===== config.mk =====
export PLATFORM = sky130hd
export DESIGN_NAME = cpu_controller
export DESIGN_NICKNAME = d
export VERILOG_FILES = /design/src/rtl/cpu_controller.sv
export SDC_FILE = /design/constraint.sdc
export NUM_CORES = 1
export LEC_CHECK = 0
export BUFFER_PORTS_ARGS = -buffer_cell sky130_fd_sc_hd__buf_2
export CAP_MARGIN = 20
export CORE_AREA = 2 2 39 41
export DETAILED_ROUTE_END_ITERATION = 10
export DIE_AREA = 0 0 41 43
export HOLD_SLACK_MARGIN = 0.02
export PLACE_DENSITY = 0.58
export REMOVE_ABC_BUFFERS = 1
export SYNTH_ARGS = -nofsm -noshare
export SYNTH_HDL_FRONTEND = slang
export SYNTH_SLANG_ARGS = --single-unit
export TNS_END_PERCENT = 20

===== constraint.sdc =====
create_clock -name clk -period 1.5 [get_ports clk]
set_input_delay 0.075 -clock clk [delete_from_list [all_inputs] [get_ports clk]]
set_output_delay 0.075 -clock clk [all_outputs]
set_load 0.01 [all_outputs]

===== src/rtl/cpu_controller.sv =====
// cpu_controller: phase-sequenced control FSM for the VeriRisc CPU.
//   An 8-phase instruction cycle (fetch in phases 0-3, execute in 4-7) plus
//   a HALTED state entered on HLT in phase 4 and left on a `go` request.
//   Control strobes are decoded combinationally from the registered
//   phase/halted state and the current IR opcode / accumulator zero flag.
// Ports:
//   clk, rst_n      clock, asynchronous active-low reset
//   opcode [OP_W]   IR opcode (HLT=0 SKZ=1 ADD=2 AND=3 XOR=4 LDA=5 STO=6 JMP=7)
//   zero            accumulator-is-zero flag
//   go              resume request, only honoured while halted
//   phase [3]       current phase counter value
//   halted          high while halted
//   sel             address mux select (1 = PC/instruction, 0 = operand)
//   rd, wr          memory read / write enables
//   ld_ir, ld_ac    instruction register / accumulator loads
//   ld_pc, inc_pc   program counter jump load / increment
//   data_e          accumulator-to-data-bus driver enable
// OP_W must be 3: the opcode decode below is only defined for 3-bit opcodes.
module cpu_controller #(
  parameter int          OP_W         = 3,
  parameter logic [2:0]  RESUME_PHASE = 3'd0
) (
  input  logic            clk,
  input  logic            rst_n,
  input  logic [OP_W-1:0] opcode,
  input  logic            zero,
  input  logic            go,
  output logic [2:0]      phase,
  output logic            halted,
  output logic            sel,
  output logic            rd,
  output logic            wr,
  output logic            ld_ir,
  output logic            ld_ac,
  output logic            ld_pc,
  output logic            inc_pc,
  output logic            data_e
);

  localparam logic [OP_W-1:0] OP_HLT = OP_W'(0);
  localparam logic [OP_W-1:0] OP_SKZ = OP_W'(1);
  localparam logic [OP_W-1:0] OP_ADD = OP_W'(2);
  localparam logic [OP_W-1:0] OP_AND = OP_W'(3);
  localparam logic [OP_W-1:0] OP_XOR = OP_W'(4);
  localparam logic [OP_W-1:0] OP_LDA = OP_W'(5);
  localparam logic [OP_W-1:0] OP_STO = OP_W'(6);
  localparam logic [OP_W-1:0] OP_JMP = OP_W'(7);

  localparam logic [2:0] PH_INST_ADDR  = 3'd0;
  localparam logic [2:0] PH_INST_FETCH = 3'd1;
  localparam logic [2:0] PH_INST_LOAD  = 3'd2;
  localparam logic [2:0] PH_IDLE       = 3'd3;
  localparam logic [2:0] PH_OP_ADDR    = 3'd4;
  localparam logic [2:0] PH_OP_FETCH   = 3'd5;
  localparam logic [2:0] PH_ALU_OP     = 3'd6;
  localparam logic [2:0] PH_STORE      = 3'd7;

  logic [2:0] phase_q, phase_d;
  logic       halted_q, halted_d;

  // State register
  always_ff @(posedge clk or negedge rst_n) begin
    if (!rst_n) begin
      phase_q  <= PH_INST_ADDR;
      halted_q <= 1'b0;
    end else begin
      phase_q  <= phase_d;
      halted_q <= halted_d;
    end
  end

  // Next-state logic
  always_comb begin
    phase_d  = phase_q;
    halted_d = halted_q;
    if (halted_q) begin
      if (go) begin
        halted_d = 1'b0;
        phase_d  = RESUME_PHASE;
      end
    end else if (phase_q == PH_OP_ADDR && opcode == OP_HLT) begin
      // Phase holds at OP_ADDR so the halt is visible where it was detected.
      halted_d = 1'b1;
    end else begin
      phase_d = phase_q + 3'd1;
    end
  end

  // Output decode
  logic aluop, is_sto, is_jmp, is_skz;
  assign aluop  = (opcode == OP_ADD) || (opcode == OP_AND) ||
                  (opcode == OP_XOR) || (opcode == OP_LDA);
  assign is_sto = (opcode == OP_STO);
  assign is_jmp = (opcode == OP_JMP);
  assign is_skz = (opcode == OP_SKZ);

  always_comb begin
    sel    = 1'b0;
    rd     = 1'b0;
    wr     = 1'b0;
    ld_ir  = 1'b0;
    ld_ac  = 1'b0;
    ld_pc  = 1'b0;
    inc_pc = 1'b0;
    data_e = 1'b0;
    if (!halted_q) begin
      // Fetch phases ignore opcode/zero so an IR update mid-fetch cannot glitch them.
      case (phase_q)
        PH_INST_ADDR:  sel = 1'b1;
        PH_INST_FETCH: begin sel = 1'b1; rd = 1'b1; end
        PH_INST_LOAD,
        PH_IDLE:       begin sel = 1'b1; rd = 1'b1; ld_ir = 1'b1; end
        PH_OP_ADDR:    inc_pc = 1'b1;
        PH_OP_FETCH:   rd = aluop;
        PH_ALU_OP: begin
          rd     = aluop;
          inc_pc = is_skz && zero;
          ld_pc  = is_jmp;
          data_e = is_sto;
        end
        PH_STORE: begin
          rd     = aluop;
          ld_ac  = aluop;
          ld_pc  = is_jmp;
          wr     = is_sto;
          data_e = is_sto;
        end
        default: ;
      endcase
    end
  end

  assign phase  = phase_q;
  assign halted = halted_q;

endmodule


==> reports/results.txt, run 1 <==
DRC violation total after the first TritonRoute iteration -> 3
Setup WS post-layout -> 0.09754 ns
Achievable Freq -> 0.7130 GHz
DRT Pass-1 Iters -> 2
largest family of logic cells by synthesized area -> simple AND/OR/NAND/NOR gates
first-pass GRT wire length -> 1497 µm
TritonCTS clock tree -> yes
switch share -> 43.29%
PwrDens -> 1764 mW/mm²
Final Skew -> 0.002606 ns
mean routed wirelength per cell -> 10.92 µm
post-synth top area cell -> dfrtp_1
post-route cell area -> 556.8 µm²
maximum VDD drop -> 0.6265 mV
largest net degree at the start of global routing -> 17
CTS Root Cell -> clkbuf_4
synthesized instance count -> 46
Final min period -> 1.402 ns
most numerous cell in the Yosys netlist -> nor2_1
vias after detailed routing -> 411
grt ovf -> 0
syn_area_per_cell -> 8.514 µm²
combinational share of power -> 62.8%
initial antenna violation count -> 0
Finish-stage setup viols -> 0
Crit path largest cell delay -> 0.41 ns
status -> complete, no violations
multiplexer area fraction after synthesis -> 2.556%
yosys warns -> 0
# port buffers -> 18
RSZ-0062 raised after global routing -> yes
Worst slew margin -> 79.80%
Setup crit start kind -> flop
Max Cap Violations -> 0
Detailed Place HPWL -> 713.7 µm
H-tree Lvls -> 1
Least-Margin Pin Slew -> 0.3017 ns
critical path capture point type -> primary output
clock power share -> 14.0%
final core utilization -> 40.24%
most frequent cells after synthesis -> nor2_1 (6), ha_1 (5), dfrtp_1 (4), nor3_1 (4)
DP Worst Slack -> 0.04215 ns
Clock Latency Late Sink -> 0.24 ns
worst path cell trace -> inv_2 > ha_1 > a41oi_1 > nor3b_1 > buf_2
Seq pwr share -> 23.3%
Initial Utilization -> 28.30%
launch point of the worst path -> phase[0]$_DFFE_PN0N_
net switching power -> 0.4252 mW
CP Max Fanout -> 4
core box area -> 0.001384 mm²
Placed Instance Area -> 515.5 µm²
number of CTS-inserted buffers -> 3
final period utilization -> 93.50%
DR vias/cell -> 4.779
minimum hold slack -> 0.1802 ns
Die Span Y -> 43 µm
Die ar. -> 0.001763 mm²
Routed WL -> 939 µm
Hold Crit Class -> primary input to async pin
layout net count -> 84
Yosys cell types -> 24
required time of the critical path -> 1.42 ns
post-synthesis compound-gate area fraction -> 13.42%
Setup TNS -> 0 ns
FFs w/ async S/R, synth -> 100.0%
Yosys reg bits -> 4
internal power component -> 0.5569 mW
ANT cells -> 0
Worst path slowest cell -> dfrtp_1
num ports -> 19
worst path arrival time -> 1.33 ns
Final Hold Vio Count -> 0
CTS clk-pin slew, worst paths -> 0.04 ns
Post-DRT Antenna Nets -> 0
number of core rows -> 14
CP Class -> flop to primary output
sequential area share after synthesis -> 25.56%
Netlist Area Pre-Place -> 391.6 µm²
GP Congestion -> 0.7131
Die Span X -> 41 µm
post-synthesis simple-gate area fraction -> 36.10%
adder-cell share of the synthesized area -> 15.97%
top post-synthesis cells by area -> dfrtp_1 (26%), ha_1 (16%), nor4b_4 (6.1%)
Static Leak -> 0.2869 nW
# DRC -> 0
Slew Limit Fails -> 0
top-area cell type share of the netlist area -> 25.56%
ys flop type -> dfrtp_1
Post-synth EDFFs -> 0
worst-case clock buffer depth -> 2
vias in the first global route -> 383
Post-Synth XOR/XNOR Area -> 2.236%
FF-to-FF Start -> phase[1]$_DFFE_PN0N_
GRT Overall Usage -> 12.78%
Area growth syn-to-layout -> 42.17%
Sink Count -> 4
fraction of layout cells with a size suffix above 1 -> 41.43%
-- cell families (layout without fill, tap and decap cells) --
group	count (synthesis)	count (layout)
and+or+nand+nor	23	23
AOI/OAI and AO/OA	8	8
adders and majority gates	5	5
DFF	4	4
buffers and inverters	4	28
xor gates and xnor gates	1	1
muxes	1	1
-- power groups by stage --
stage	combinational, mW	sequential, mW	clock (mW)
floorplan	0.320	0.260	0
global placement	0.603	0.222	0
detailed placement	0.607	0.227	0
CTS	0.612	0.225	0.144
global route	0.725	0.239	0.145
finish	0.616	0.228	0.137
-- sequential cells by signal, indices dropped and copies added, names as in the netlist --
| register | count |
|---|---|
| phase | 3 |
| halted | 1 |
-- critical path, delay by kind of cell, from the launching register on --
family	cells	cell delay (ns)
buffers and inverters	2	0.24
DFF	1	0.41
adders and majority gates	1	0.14
and+or+nand+nor	1	0.20
AOI/OAI and AO/OA	1	0.10
-- layout by cell type, fill, tap and decap left out, types with 2 or more instances in the layout --
master / netlist / layout
clkbuf_4: 0 / 3
buf_4: 0 / 4
a21oi_1: 3 / 3
dfrtp_1: 4 / 3
buf_2: 1 / 18
nor3_1: 4 / 4
inv_2: 0 / 2
nor2_1: 6 / 6
ha_1: 5 / 5
nor2b_1: 2 / 2
nand2_1: 3 / 3
nand2b_1: 2 / 2
-- timing repair --
item / in CTS / in global routing
setup buffers: 0 / 1
endpoints found under the hold margin: 4 / 0
hold buffers: 1 / 0
gates resized for setup: 0 / 3
setup endpoints to repair: 0 / 5
-- layer usage --
| layer | vias to the layer above | part of all wire (%) | track usage, % |
|---|---|---|---|
| li1 | 213 | - | - |
| met1 | 177 | 47 | 15.86 |
| met2 | 19 | 42 | 18.75 |
| met3 | 2 | 9.1 | 1.571 |
| met4 | 0 | 1.5 | 10.00 |
| met5 | - | 0 | 0 |
-- cell type report --
class / count / area (µm²)
clock buffers: 3 / 22.52
flip-flops and latches: 4 / 101.3
multi-input cells: 38 / 275.3
inverters: 2 / 7.507
well taps: 16 / 20.02
fillers: 155 / 827.0
repair buffers: 23 / 130.1
-- path summary, 6_finish.rpt --
check	slack (ns)	depth (start not counted)	to
setup / recovery	0.1	5	inc_pc
hold / removal	0.18	2	phase[0]$_DFFE_PN0N_
setup reg to reg	0.1	5	phase[1]$_DFFE_PN0N_
hold reg to reg	0.64	2	phase[2]$_DFFE_PN0N_
max in group asynchronous	1.18	2	halted$_DFF_PN0_
min in group clk	0.18	3	halted$_DFF_PN0_
-- through the flow --
stage	instances	power [mW]
after detailed placement	81	0.8333
after CTS	85	0.9804
after global routing	86	1.109
after global placement	81	0.8248
final	86	0.9821
after floorplan	44	0.5792
No activity file was read; power rests on OpenSTA's default activity.
==> inputs of run 2 (changes only) <==
Settings changed: CTS_CLUSTER_SIZE set to 12.
Clock period 1.5 ns to 1.7 ns, I/O delays scaled along.
==> run 2 against run 1 <==
Global-route usage decreased by 1.5 points. Register-to-register slack improved by 0.099 ns. Die area unchanged. Combinational power decreased by 22%. Non-clock buffer count decreased by 3. Power down 17%. Sequential share of layout area up 0.58 points. Hold slack improved by 0.0011 ns. Flip-flop and latch count is the same. Via count shrank 0.49%.
==> reports/results.txt, run 2 (synthesized netlist as in run 1, its figures left out) <==
Static Leak -> 0.2771 nW (was 0.2869 nW)
met2 Usage GRT -> 16.88% (was 18.75%)
register area -> 100.1 µm² (was 101.3 µm²)
layout net count -> 81 (was 84)
internal power component -> 0.4494 mW (was 0.5569 mW)
worst path arrival time -> 1.62 ns (was 1.33 ns)
DRT Pass-1 Iters -> 3 (was 2)
Setup crit start kind -> flop (unchanged)
mean routed wirelength per cell -> 10.94 µm (was 10.92 µm)
commonest non-fill, non-tap cell in the layout -> buf_2 (unchanged)
GRT Max-Usage Layer -> met2 (unchanged)
vias after detailed routing -> 409 (was 411)
first-pass GRT wire length -> 1331 µm (was 1497 µm)
GRT met1 Usage -> 13.07% (was 15.86%)
required time of the critical path -> 1.82 ns (was 1.42 ns)
clock power share -> 14.4% (was 14.0%)
Clock Latency Late Sink -> 0.23 ns (was 0.24 ns)
Setup WS post-layout -> 0.1968 ns (was 0.09754 ns)
fraction of layout cells with a size suffix above 1 -> 34.33% (was 41.43%)
combinational share of power -> 59.0% (was 62.8%)
Fill cells -> 149 (was 155)
Worst slew margin -> 71.30% (was 79.80%)
Area growth syn-to-layout -> 36.10% (was 42.17%)
GRT Overall Usage -> 11.30% (was 12.78%)
Routed WL -> 908 µm (was 939 µm)
num ports -> 19 (unchanged)
max reg flops -> 3 (unchanged)
Post-DRT Antenna Nets -> 0 (unchanged)
number of core rows -> 14 (unchanged)
Setup Buffers After CTS -> 0 (unchanged)
GP Congestion -> 0.7323 (was 0.7131)
Seq pwr share -> 26.6% (was 23.3%)
ANT cells -> 0 (unchanged)
Least-Margin Pin Slew -> 0.4305 ns (was 0.3017 ns)
vias in the first global route -> 352 (was 383)
CTS clk-pin slew, worst paths -> 0.04 ns (about the same)
CTS Root Cell -> clkbuf_4 (unchanged)
Die Span X -> 41 µm (unchanged)
number of gates resized after cts -> 0 (unchanged)
DP Worst Slack -> 0.1714 ns (was 0.04215 ns)
CP Max Fanout -> 8 (was 4)
DR vias/cell -> 4.928 (was 4.779)
maximum VDD drop -> 0.6156 mV (was 0.6265 mV)
DP Cell Count -> 79 (was 81)
DRC violation total after the first TritonRoute iteration -> 3 (unchanged)
worst-case clock buffer depth -> 2 (unchanged)
initial antenna violation count -> 0 (unchanged)
Worst path slowest cell -> dfrtp_1 (unchanged)
TritonCTS clock tree -> yes (unchanged)
CP Class -> flop to flop (was flop to primary output)
Setup TNS -> 0 ns (unchanged)
Detailed Place HPWL -> 688.2 µm (was 713.7 µm)
number of CTS-inserted buffers -> 3 (unchanged)
Final Hold Vio Count -> 0 (unchanged)
Post-CTS Hold Buffers -> 1 (unchanged)
# port buffers -> 18 (unchanged)
Finish-stage setup viols -> 0 (unchanged)
RSZ-0062 raised after global routing -> no (was yes)
GR Layer Usage met3 -> 3.141% (was 1.571%)
core box area -> 0.001384 mm² (unchanged)
area of the multi-input gates -> 275.3 µm² (unchanged)
switch share -> 44.70% (was 43.29%)
final period utilization -> 88.42%
# DRC -> 0 (unchanged)
Die ar. -> 0.001763 mm² (unchanged)
Achievable Freq -> 0.6652 GHz
critical path capture point type -> flop (was primary output)
Slew Limit Fails -> 0 (unchanged)
Final min period -> 1.503 ns
H-tree Lvls -> 1 (unchanged)
most frequent cells in the layout -> buf_2 (18), nor2_1 (6), ha_1 (5) (unchanged)
Die Span Y -> 43 µm (unchanged)
Hold Crit Class -> primary input to async pin (unchanged)
Crit path largest cell delay -> 0.46 ns (was 0.41 ns)
Sink Count -> 4 (unchanged)
Initial Utilization -> 28.30% (unchanged)
Non-Filler Instances -> 83 (was 86)
worst path cell trace -> inv_1 > ha_1 > nor4b_4 > and4b_1 > a211o_1 (was inv_2 > ha_1 > a41oi_1 > nor3b_1 > buf_2)
PwrDens -> 1525 mW/mm² (was 1764 mW/mm²)
Final Skew -> 0.007467 ns (was 0.002606 ns)
Max Cap Violations -> 0 (unchanged)
grt ovf -> 0 (unchanged)
largest net degree at the start of global routing -> 17 (unchanged)
status -> complete, no violations (unchanged)
net switching power -> 0.3633 mW (was 0.4252 mW)
-- run 2: cell types whose count changed in the layout (fill, tap and decap cells not counted) --
| cell | delta |
|---|---|
| dfrtp_1 | +1 |
| buf_4 | -3 |
| inv_2 | -2 |
| inv_1 | +2 |
| dfrtp_2 | -1 |
-- run 2: layout make-up --
| class | count | area share, % |
|---|---|---|
| Multi-Input combinational cell | 38 | 51.64 |
| Timing Repair Buffer | 20 | 20.19 |
| Sequential cell | 4 | 18.78 |
| Clock buffer | 3 | 4.225 |
| Tap cell | 16 | 3.756 |
| Inverter | 2 | 1.408 |
-- run 2: routing by layer --
| metal | routed length (µm) | part of all wire (%) |
|---|---|---|
| met2 | 394 | 43 |
| met5 | 0 | 0 |
| met1 | 429 | 47 |
| met3 | 85 | 9.4 |
| met4 | 0 | 0 |
-- run 2: critical path: cells and delay by family, from the launching register on --
family          cells  cell delay, ns
compound gates      1            0.25
fa+ha+maj           1            0.21
buf+inv             1            0.12
flops               1            0.46
simple gates        2            0.34
-- run 2: final timing paths --
| check | depth (start not counted) | slack [ns] | from | endpoint |
|---|---|---|---|---|
| worst max-delay path | 5 | 0.20 | phase[1]$_DFFE_PN0N_ | phase[1]$_DFFE_PN0N_ |
| worst min-delay path | 2 | 0.18 | rst_n | phase[2]$_DFFE_PN0N_ |
| worst max register to register | 5 | 0.20 | phase[1]$_DFFE_PN0N_ | phase[1]$_DFFE_PN0N_ |
| worst min register to register | 1 | 0.66 | phase[1]$_DFFE_PN0N_ | phase[1]$_DFFE_PN0N_ |
| max in group asynchronous | 2 | 1.39 | rst_n | halted$_DFF_PN0_ |
| min in group clk | 3 | 0.20 | go | halted$_DFF_PN0_ |
-- run 2: power by group through the flow --
| stage | Combinational, mW | Sequential [mW] | Clock [mW] |
|---|---|---|---|
| after floorplan | 0.282 | 0.229 | 0 |
| after global placement | 0.486 | 0.215 | 0 |
| after detailed placement | 0.483 | 0.219 | 0 |
| after CTS | 0.486 | 0.218 | 0.123 |
| after global routing | 0.552 | 0.227 | 0.132 |
| final | 0.480 | 0.216 | 0.117 |
-- run 2: metrics by stage --
step / hold slack, ns / power, mW / area (µm²) / utilization (%)
finish: 0.1813 / 0.8127 / 533.0 / 38.52
global route: 0.1964 / 0.9107 / 533.0 / 38.52
CTS: 0.1676 / 0.8281 / 533.0 / 38.52
detailed placement: -0.1065 / 0.7019 / 500.5 / 36.17
global placement: -0.1048 / 0.7006 / 500.5 / 36.17
floorplan: -0.2106 / 0.5111 / 382.9 / -
==> inputs of run 3 (changes only) <==
Settings changed: CELL_PAD_IN_SITES_DETAIL_PLACEMENT set to 0, CELL_PAD_IN_SITES_GLOBAL_PLACEMENT set to 1, PLACE_DENSITY 0.58 to 0.76.
==> run 3 against run 2 <==
Via count shrank 0.24%. Setup slack lost 0.016 ns. Clock power is essentially flat. Critical path depth is the same. Clock-buffer cell count is the same. Clock skew shrank 0.0042 ns. Non-clock buffer count is the same. First-iteration DRC count grew 33%. Flip-flop and latch count is the same. Critical path type unchanged. Critical endpoint unchanged. Largest cell class unchanged.
==> reports/results.txt, run 3 (synthesized netlist as in run 1, its figures left out) <==
FF-to-FF path depth -> 5 (unchanged)
Area growth syn-to-layout -> 36.10% (unchanged)
Finish-stage setup viols -> 0 (unchanged)
Slew Limit Fails -> 0 (unchanged)
DR top layer -> met3 (unchanged)
commonest non-fill, non-tap cell in the layout -> buf_2 (unchanged)
CTS Root Cell -> clkbuf_4 (unchanged)
final period utilization -> 89.36% (was 88.42%)
fraction of layout cells with a size suffix above 1 -> 34.33% (unchanged)
H-tree Lvls -> 1 (unchanged)
met3 wire len -> 76 µm (was 85 µm)
Placed Instance Area -> 500.5 µm² (unchanged)
Post-DRT Antenna Nets -> 0 (unchanged)
mean routed wirelength per cell -> 11.69 µm (was 10.94 µm)
Final Hold Vio Count -> 0 (unchanged)
CP Max Fanout -> 8 (unchanged)
Least-Margin Pin Slew -> 0.4162 ns (was 0.4305 ns)
Register-to-Register Setup Slack -> 0.18 ns (was 0.20 ns)
Routed WL -> 970 µm (was 908 µm)
Final Skew -> 0.003260 ns (was 0.007467 ns)
Die Span X -> 41 µm (unchanged)
Sink Count -> 4 (unchanged)
Hold Crit Class -> primary input to async pin (unchanged)
post-route cell area -> 533.0 µm² (unchanged)
# port buffers -> 18 (unchanged)
CP Capture Point -> phase[1]$_DFFE_PN0N_ (unchanged)
Non-Filler Instances -> 83 (unchanged)
Max Cap Violations -> 0 (unchanged)
most frequent cells in the layout -> buf_2 (18), nor2_1 (6), ha_1 (5) (unchanged)
first-pass GRT wire length -> 1504 µm (was 1331 µm)
Final min period -> 1.519 ns (was 1.503 ns)
DR vias/cell -> 4.916 (was 4.928)
DRC violation total after the first TritonRoute iteration -> 4 (was 3)
maximum VDD drop -> 0.6417 mV (was 0.6156 mV)
critical path capture point type -> flop (unchanged)
worst-case clock buffer depth -> 2 (unchanged)
layout net count -> 81 (unchanged)
Crit Reg-Reg Endpoint -> phase[1]$_DFFE_PN0N_ (unchanged)
core box area -> 0.001384 mm² (unchanged)
largest net degree at the start of global routing -> 17 (unchanged)
Worst slew margin -> 72.25% (was 71.30%)
# DRC -> 0 (unchanged)
max reg flops -> 3 (unchanged)
PwrDens -> 1559 mW/mm² (was 1525 mW/mm²)
Final Power -> 0.8309 mW (was 0.8127 mW)
CP Class -> flop to flop (unchanged)
required time of the critical path -> 1.81 ns (was 1.82 ns)
Die Span Y -> 43 µm (unchanged)
GRT Overall Usage -> 12.80% (was 11.30%)
vias in the first global route -> 361 (was 352)
combinational share of power -> 59.6% (was 59.0%)
DRT Pass-1 Iters -> 4 (was 3)
Clock Latency Late Sink -> 0.23 ns (about the same)
switch share -> 45.44% (was 44.70%)
DP Worst Slack -> 0.1776 ns (was 0.1714 ns)
worst path cell trace -> inv_1 > ha_1 > nor4b_4 > and4b_1 > a211o_1 (unchanged)
internal power component -> 0.4533 mW (was 0.4494 mW)
status -> complete, no violations (unchanged)
ANT cells -> 0 (unchanged)
Die ar. -> 0.001763 mm² (unchanged)
RSZ-0062 raised after global routing -> no (unchanged)
FF-to-FF Start -> phase[0]$_DFFE_PN0N_ (was phase[1]$_DFFE_PN0N_)
Static Leak -> 0.2771 nW (about the same)
CTS clk-pin slew, worst paths -> 0.04 ns (about the same)
clock power share -> 14.0% (was 14.4%)
wl on met1 -> 424 µm (was 429 µm)
grt ovf -> 0 (unchanged)
number of core rows -> 14 (unchanged)
TritonCTS clock tree -> yes (unchanged)
Setup WS post-layout -> 0.1808 ns (was 0.1968 ns)
launch point of the worst path -> phase[0]$_DFFE_PN0N_ (was phase[1]$_DFFE_PN0N_)
net switching power -> 0.3776 mW (was 0.3633 mW)
Crit path largest cell delay -> 0.47 ns (was 0.46 ns)
GP Congestion -> 0.6880 (was 0.7323)
number of CTS-inserted buffers -> 3 (unchanged)
Setup TNS -> 0 ns (unchanged)
worst path arrival time -> 1.63 ns (was 1.62 ns)
met2 wire len -> 469 µm (was 394 µm)
Achievable Freq -> 0.6582 GHz (was 0.6652 GHz)
DP Cell Count -> 79 (unchanged)
Setup crit start kind -> flop (unchanged)
Worst path slowest cell -> dfrtp_1 (unchanged)
initial antenna violation count -> 0 (unchanged)
num ports -> 19 (unchanged)
vias after detailed routing -> 408 (was 409)
Initial Utilization -> 28.30% (unchanged)
Seq pwr share -> 26.4% (was 26.6%)
==> run 3: worst min path at each step <==
stage	start	to	slack, ns	cells after the start
after floorplan	rst_n	halted$_DFF_PN0_	-0.21	0
after global placement	rst_n	phase[2]$_DFFE_PN0N_	-0.11	1
after detailed placement	rst_n	halted$_DFF_PN0_	-0.10	1
after CTS	rst_n	phase[2]$_DFFE_PN0N_	0.19	2
after global routing	rst_n	halted$_DFF_PN0_	0.20	2
final	rst_n	phase[2]$_DFFE_PN0N_	0.19	2
==> run 3: metal layers <==
metal	vias to the layer above	GRT usage, %
met3	0	4.712
met1	185	14.66
li1	206	-
met5	-	0
met2	17	19.06
met4	0	8.000
==> run 3: final cells by class <==
type,instances,area (µm²)
Multi-Input combinational cell,38,275.3
Clock buffer,3,22.52
Sequential cell,4,100.1
Inverter,2,7.507
Tap cell,16,20.02
Fill cell,157,850.8
Timing Repair Buffer,20,107.6
==> run 3: critical path, delay by kind of cell (launching register included) <==
| kind | cells | cell delay, ns |
|---|---|---|
| flops | 1 | 0.47 |
| compound gates | 1 | 0.28 |
| buf+inv | 1 | 0.10 |
| fa+ha+maj | 1 | 0.22 |
| simple gates | 2 | 0.32 |
==> run 3: stage by stage <==
stage	util [%]	hold slack [ns]
after global routing	38.52	0.1968
after floorplan	-	-0.2106
final	38.52	0.1910
after detailed placement	36.17	-0.1018
after global placement	36.17	-0.1060
after CTS	38.52	0.1896
==> run 3: repair_timing <==
| item | 4_1_cts | 5_1_grt |
|---|---|---|
| endpoints found under the hold margin | 4 | 0 |
| hold buffers | 1 | 0 |
| resized for setup | 0 | 0 |
| setup buffers | 0 | 0 |
==> run 3: power by group through the flow <==
stage                     combinational, mW  clock, mW  sequential [mW]
after floorplan                       0.282          0            0.229
after global placement                0.490          0            0.218
after detailed placement              0.501          0            0.221
after CTS                             0.505      0.120            0.220
after global routing                  0.564      0.134            0.232
final                                 0.495      0.116            0.219
